**config.mk**
```make
export PLATFORM = sky130hd
export DESIGN_NAME = operand_fetch
export DESIGN_NICKNAME = d
export VERILOG_FILES = /design/src/rtl/operand_fetch.sv
export SDC_FILE = /design/constraint.sdc
export NUM_CORES = 1
export LEC_CHECK = 0
export CORE_MARGIN = 1.5
export CORE_UTILIZATION = 25
export CTS_CLUSTER_SIZE = 28
export DETAILED_ROUTE_END_ITERATION = 7
export SETUP_SLACK_MARGIN = 0.05
export SKIP_LAST_GASP = 1
export SYNTH_ARGS = -nofsm -noshare
export SYNTH_HDL_FRONTEND = slang
export SYNTH_SLANG_ARGS = --single-unit
```
**constraint.sdc**
```tcl
create_clock -name clock -period 4.05 [get_ports clock]
set_input_delay 0.81 -clock clock [delete_from_list [all_inputs] [get_ports clock]]
set_output_delay 0.81 -clock clock [all_outputs]
set_load 0.05 [all_outputs]
```
**src/rtl/operand_fetch.sv**
```systemverilog
// operand_fetch: LC3 register-read stage between decode and execute.
// Reads both source operands (with same-cycle writeback forwarding),
// tracks in-flight destination writes in a per-register scoreboard,
// stalls decode on read-after-write hazards or scoreboard saturation,
// and hands operands on through a one-entry valid/ready output register.
// Optional build macro: STALL_CNT_EN adds a saturating 16-bit stall_count
// output counting cycles lost to hazards/saturation.
module operand_fetch #(
  parameter int CNT_W = 2,
  parameter int NREG  = 8
) (
  input  logic        clock,
  input  logic        reset,
  input  logic        in_valid,
  output logic        in_ready,
  input  logic [2:0]  in_sr1,
  input  logic [2:0]  in_sr2,
  input  logic [2:0]  in_dr,
  input  logic        in_use_sr1,
  input  logic        in_use_sr2,
  input  logic        in_wr_dr,
  output logic [2:0]  rf_sr1,
  output logic [2:0]  rf_sr2,
  input  logic [15:0] rf_d1,
  input  logic [15:0] rf_d2,
  input  logic        wb_en,
  input  logic [2:0]  wb_dr,
  input  logic [15:0] wb_data,
  output logic        out_valid,
  input  logic        out_ready,
  output logic [15:0] out_vsr1,
  output logic [15:0] out_vsr2,
  output logic [2:0]  out_dr,
  output logic        out_wr_dr
`ifdef STALL_CNT_EN
  ,
  output logic [15:0] stall_count
`endif
);

  localparam logic [CNT_W-1:0] CNT_MAX = '1;
  localparam logic [CNT_W-1:0] CNT_ONE = CNT_W'(1);

  typedef enum logic {S_EMPTY, S_FULL} state_t;

  state_t             r_state;
  state_t             w_state_nxt;
  logic [CNT_W-1:0]   r_cnt [NREG];
  logic [15:0]        r_vsr1;
  logic [15:0]        r_vsr2;
  logic [2:0]         r_dr;
  logic               r_wr_dr;

  logic               w_wb_hit1;
  logic               w_wb_hit2;
  logic               w_wb_hitd;
  logic [CNT_W-1:0]   w_cnt1;
  logic [CNT_W-1:0]   w_cnt2;
  logic [CNT_W-1:0]   w_cntd;
  logic               w_hazard1;
  logic               w_hazard2;
  logic               w_sat;
  logic               w_out_free;
  logic               w_accept;
  logic [15:0]        w_fwd1;
  logic [15:0]        w_fwd2;
  logic [NREG-1:0]    w_inc;
  logic [NREG-1:0]    w_dec;

  // Register-file read addresses follow decode directly.
  always_comb begin
    rf_sr1 = in_sr1;
    rf_sr2 = in_sr2;
  end

  // Forwarding, hazard and saturation detection; handshake towards decode.
  always_comb begin
    w_wb_hit1  = wb_en && (wb_dr == in_sr1);
    w_wb_hit2  = wb_en && (wb_dr == in_sr2);
    w_wb_hitd  = wb_en && (wb_dr == in_dr);
    w_cnt1     = r_cnt[in_sr1];
    w_cnt2     = r_cnt[in_sr2];
    w_cntd     = r_cnt[in_dr];
    w_fwd1     = w_wb_hit1 ? wb_data : rf_d1;
    w_fwd2     = w_wb_hit2 ? wb_data : rf_d2;
    // The last outstanding write landing this cycle is forwarded, not stalled.
    w_hazard1  = in_use_sr1 && (w_cnt1 != '0) && !(w_wb_hit1 && (w_cnt1 == CNT_ONE));
    w_hazard2  = in_use_sr2 && (w_cnt2 != '0) && !(w_wb_hit2 && (w_cnt2 == CNT_ONE));
    w_sat      = in_wr_dr && (w_cntd == CNT_MAX) && !w_wb_hitd;
    w_out_free = (r_state == S_EMPTY) || out_ready;
    in_ready   = reset && w_out_free && !w_hazard1 && !w_hazard2 && !w_sat;
    w_accept   = in_valid && in_ready;
  end

  // Per-register increment/decrement requests for the scoreboard.
  always_comb begin
    w_inc = '0;
    w_dec = '0;
    for (int unsigned i = 0; i < NREG; i++) begin
      w_inc[i] = w_accept && in_wr_dr && (32'(in_dr) == i);
      w_dec[i] = wb_en && (32'(wb_dr) == i) && (r_cnt[i] != '0);
    end
  end

  // Scoreboard counters; simultaneous inc and dec cancel out.
  always_ff @(posedge clock or negedge reset) begin
    if (!reset) begin
      for (int unsigned i = 0; i < NREG; i++) r_cnt[i] <= '0;
    end else begin
      for (int unsigned i = 0; i < NREG; i++) begin
        if (w_inc[i] && !w_dec[i])
          r_cnt[i] <= r_cnt[i] + CNT_ONE;
        else if (w_dec[i] && !w_inc[i])
          r_cnt[i] <= r_cnt[i] - CNT_ONE;
      end
    end
  end

  // Output FSM state register.
  always_ff @(posedge clock or negedge reset) begin
    if (!reset) r_state <= S_EMPTY;
    else        r_state <= w_state_nxt;
  end

  // Output FSM next-state logic.
  always_comb begin
    w_state_nxt = r_state;
    case (r_state)
      S_EMPTY: if (w_accept) w_state_nxt = S_FULL;
      S_FULL:  if (out_ready && !w_accept) w_state_nxt = S_EMPTY;
      default: w_state_nxt = S_EMPTY;
    endcase
  end

  // Output FSM outputs.
  always_comb begin
    out_valid = (r_state == S_FULL);
    out_vsr1  = r_vsr1;
    out_vsr2  = r_vsr2;
    out_dr    = r_dr;
    out_wr_dr = r_wr_dr;
  end

  // Operand payload register: loads on accept, otherwise holds.
  always_ff @(posedge clock or negedge reset) begin
    if (!reset) begin
      r_vsr1  <= '0;
      r_vsr2  <= '0;
      r_dr    <= '0;
      r_wr_dr <= 1'b0;
    end else if (w_accept) begin
      r_vsr1  <= w_fwd1;
      r_vsr2  <= w_fwd2;
      r_dr    <= in_dr;
      r_wr_dr <= in_wr_dr;
    end
  end

`ifdef STALL_CNT_EN
  logic [15:0] r_stall_cnt;
  logic        w_stall_evt;

  // A lost cycle counts only when decode was actually blocked by a hazard.
  always_comb begin
    w_stall_evt = in_valid && !in_ready && (w_hazard1 || w_hazard2 || w_sat);
    stall_count = r_stall_cnt;
  end

  // Saturating stall counter.
  always_ff @(posedge clock or negedge reset) begin
    if (!reset)
      r_stall_cnt <= '0;
    else if (w_stall_evt && (r_stall_cnt != '1))
      r_stall_cnt <= r_stall_cnt + 16'd1;
  end
`endif

endmodule

```
==> metrics.csv <==
stage,metric,value,unit
run_status,status,finished clean,
drt,drt_iter0_drc,118,
clocking,post_cts_resized,0,
worst_setup_path,crit_chain,clkdlybuf4s50_1 -> mux4_2 -> a211o_1 -> a32oi_2 -> and4_1 -> buf_12,
yosys,synthTopCellsByArea,"dfrtp_1 41%, mux2i_1 8.1%, mux4_2 6.3%",
worst_setup_path,worstSetupPathType,input port to output port,
cells_and_area,syn_to_final_growth,45.4,%
cells_and_area,multi_input_comb_area,1720,µm²
drt,drc,0,
yosys,synthCells,289,
yosys,syn_nets,365,
yosys,synth_edf_count,0,
timing,worstMarginPinSlew,697,ps
place,place_congestion,0.823,
yosys,ys_seq_elements,53,
timing,finalClockSkew,10.0,ps
power,p_leak,1.99,nW
timing,final.setup.worst_slack,185,ps
timing,setup_viol,0,
global_route,overflow,0,
floorplan,die_h,116,µm
yosys,synth_area_leader_cell,dfrtp_1,
worst_setup_path,ff2ff_path_depth,10,
cells_and_area,antennaDiodeCount,0,
place,portBuffers,111,
drt,routed-via-count,2677,
yosys,synthArstFlopShare,100,%
worst_setup_path,r2r-end,r_cnt[11],
clocking,path_clk_slew,70,ps
cells_and_area,final_nets,470,
yosys,synth_most_common_cell,dfrtp_1,
timing,slew_viol_final,0,
worst_setup_path,worst_setup_path_end_kind,output port,
clocking,cts_made_buffers,5,
yosys,synth.avg_cell_area,11.1,µm²
worst_hold_path,min_to,out_vsr1[11],
worst_setup_path,required,3240,ps
place,dp_slack,110,ps
timing,slew_headroom,53.6,%
cells_and_area,drive_gt1_share,13.4,%
clocking,clock-root-buffer,clkbuf_16,
timing,rsz0062_at_grt,false,
global_route,grt_pass1_wl,14800,µm
yosys,synth_area,3210,µm²
cells_and_area,seqCellArea,1330,µm²
timing,finalHoldViolations,0,
global_route,antenna_found_initial,0,
yosys,yosys_warnings,0,
drt,antenna_left,0,
yosys,synth_top_area_share,41.4,%
global_route,grt_pass1_vias,2753,
clocking,postCtsSetupRepairBufs,0,
yosys,synthTopCellsByCount,"53 x dfrtp_1, 26 x a21oi_1, 26 x a31oi_1, 26 x mux2i_1, 17 x xnor2_1",
power,ir_drop,0.000408,V
floorplan,start_util,25.5,%
clocking,cts_tree,built,
power,powerDensity,716,nW/µm²
global_route,grt_max_degree,55,
worst_setup_path,worstPathArrival,3050,ps
cells_and_area,fillers,1242,
cells_and_area,final_area,4660,µm²
yosys,yosysSeqAreaShare,41.4,%
worst_setup_path,reg2reg_from,r_cnt[8],
job,cap_violations,0,
worst_setup_path,path_buf_inv,2,
worst_setup_path,ff2ff_setup_slack,1180,ps
floorplan,rows,41,
global_route,grtUsageTotal,14.2,%
yosys,ys_types,35,
place,place_area,4490,µm²
worst_setup_path,crit_family,buffers and inverters,
timing,layout_min_cycle_time,3860,ps
timing,finalSetupTns,0,ps
floorplan,io_pins,112,
drt,dr.pass1.iters,4,
clocking,holdBufCountCts,0,
worst_setup_path,cp_slowest_stage_delay,680,ps
timing,fmax,259,MHz
clocking,cts_buffer_depth,2,
worst_setup_path,worstPathMaxFanout,6,
worst_setup_path,critPathSlowestCell,clkdlybuf4s50_1,
yosys,synth_flop_cell,dfrtp_1,
cells_and_area,fin_util,37.1,%
place,hpwl,7270,µm
floorplan,design.core.area,12600,µm²
clocking,clkLatencyLatePin,290,ps
drt,wire_per_inst,17.0,µm
clocking,cts_sinks,53,
floorplan,dieArea,13500,µm²
drt,wirelength,9650,µm
clocking,cts-htree-levels,2,
worst_setup_path,critPathLaunchType,input port,
timing,finalCritPeriodShare,95.4,%
drt,viasPerCell,4.72,
worst_hold_path,hp-start,out_vsr1[11],
worst_hold_path,hold_class,flop to flop,
floorplan,die_x,116,µm
worst_hold_path,hold_depth,1,
power,total_power,3.34,mW
cell usage in the layout, fill, tap and decap left out, types with 7 or more instances in the layout:
cell and n:
buf_4 14, ha_1 8, clkdlybuf4s50_1 109, xnor2_1 17, mux4_2 9, a21oi_1 26, nand2_1 7, a31oi_1 26
nor2_1 11, dfrtp_1 53, xor2_1 16, mux2_2 16, mux2i_1 26
flip-flops by register name, indices dropped and copies added (netlist names):
| register | flops |
|---|---|
| out_vsr1 | 16 |
| out_vsr2 | 16 |
| r_cnt | 16 |
| out_dr | 3 |
| out_valid | 1 |
| out_wr_dr | 1 |
power breakdown:
| group | internal, mW | switching (mW) | leakage [nW] |
|---|---|---|---|
| Combinational | 0.703 | 1.09 | 1.30 |
| Clock | 0.293 | 0.201 | 0.0842 |
| Sequential | 0.794 | 0.263 | 0.605 |
| Total | 1.79 | 1.55 | 1.99 |
cells by family after synthesis:
logic type,share of synthesized area (%)
compound gates,14.0
xor+xnor,9.02
fa+ha+maj,3.12
buf+inv,5.11
flops,41.4
mux,20.1
simple gates,7.34
per-layer routing:
layer	part of all wire (%)	track usage, %	vias up
met5	0	0	-
met4	1.2	4.15	0
met3	5.1	1.87	7
met2	51	25.6	71
met1	43	17.7	1323
li1	-	-	1276
cell type report:
cell class / count / share of cell area (%)
timing repair buffer: 125 / 26.2
tap: 172 / 4.62
clock inverter: 3 / 0.939
multi-input combinational: 205 / 36.8
clock buffer: 5 / 2.68
inverter: 4 / 0.322
sequential: 53 / 28.4
how the worst max path moves through the flow:
stage | start | end | slack, ps | depth (start not counted)
detailed placement | in_sr2[0] | r_cnt[15] | 110 | 11
global route | in_sr2[0] | in_ready | 80 | 6
finish | in_sr2[0] | in_ready | 190 | 6
global placement | in_sr2[0] | r_cnt[15] | 170 | 11
floorplan | in_sr2[0] | in_ready | 470 | 7
CTS | in_sr2[0] | in_ready | 160 | 6
metrics by stage:
stage / std cells / hold WS, ps
floorplan: 289 / 493
global placement: 559 / 489
detailed placement: 559 / 498
CTS: 567 / 518
global route: 567 / 523
finish: 567 / 509
Power figures use the tool's default switching activity.
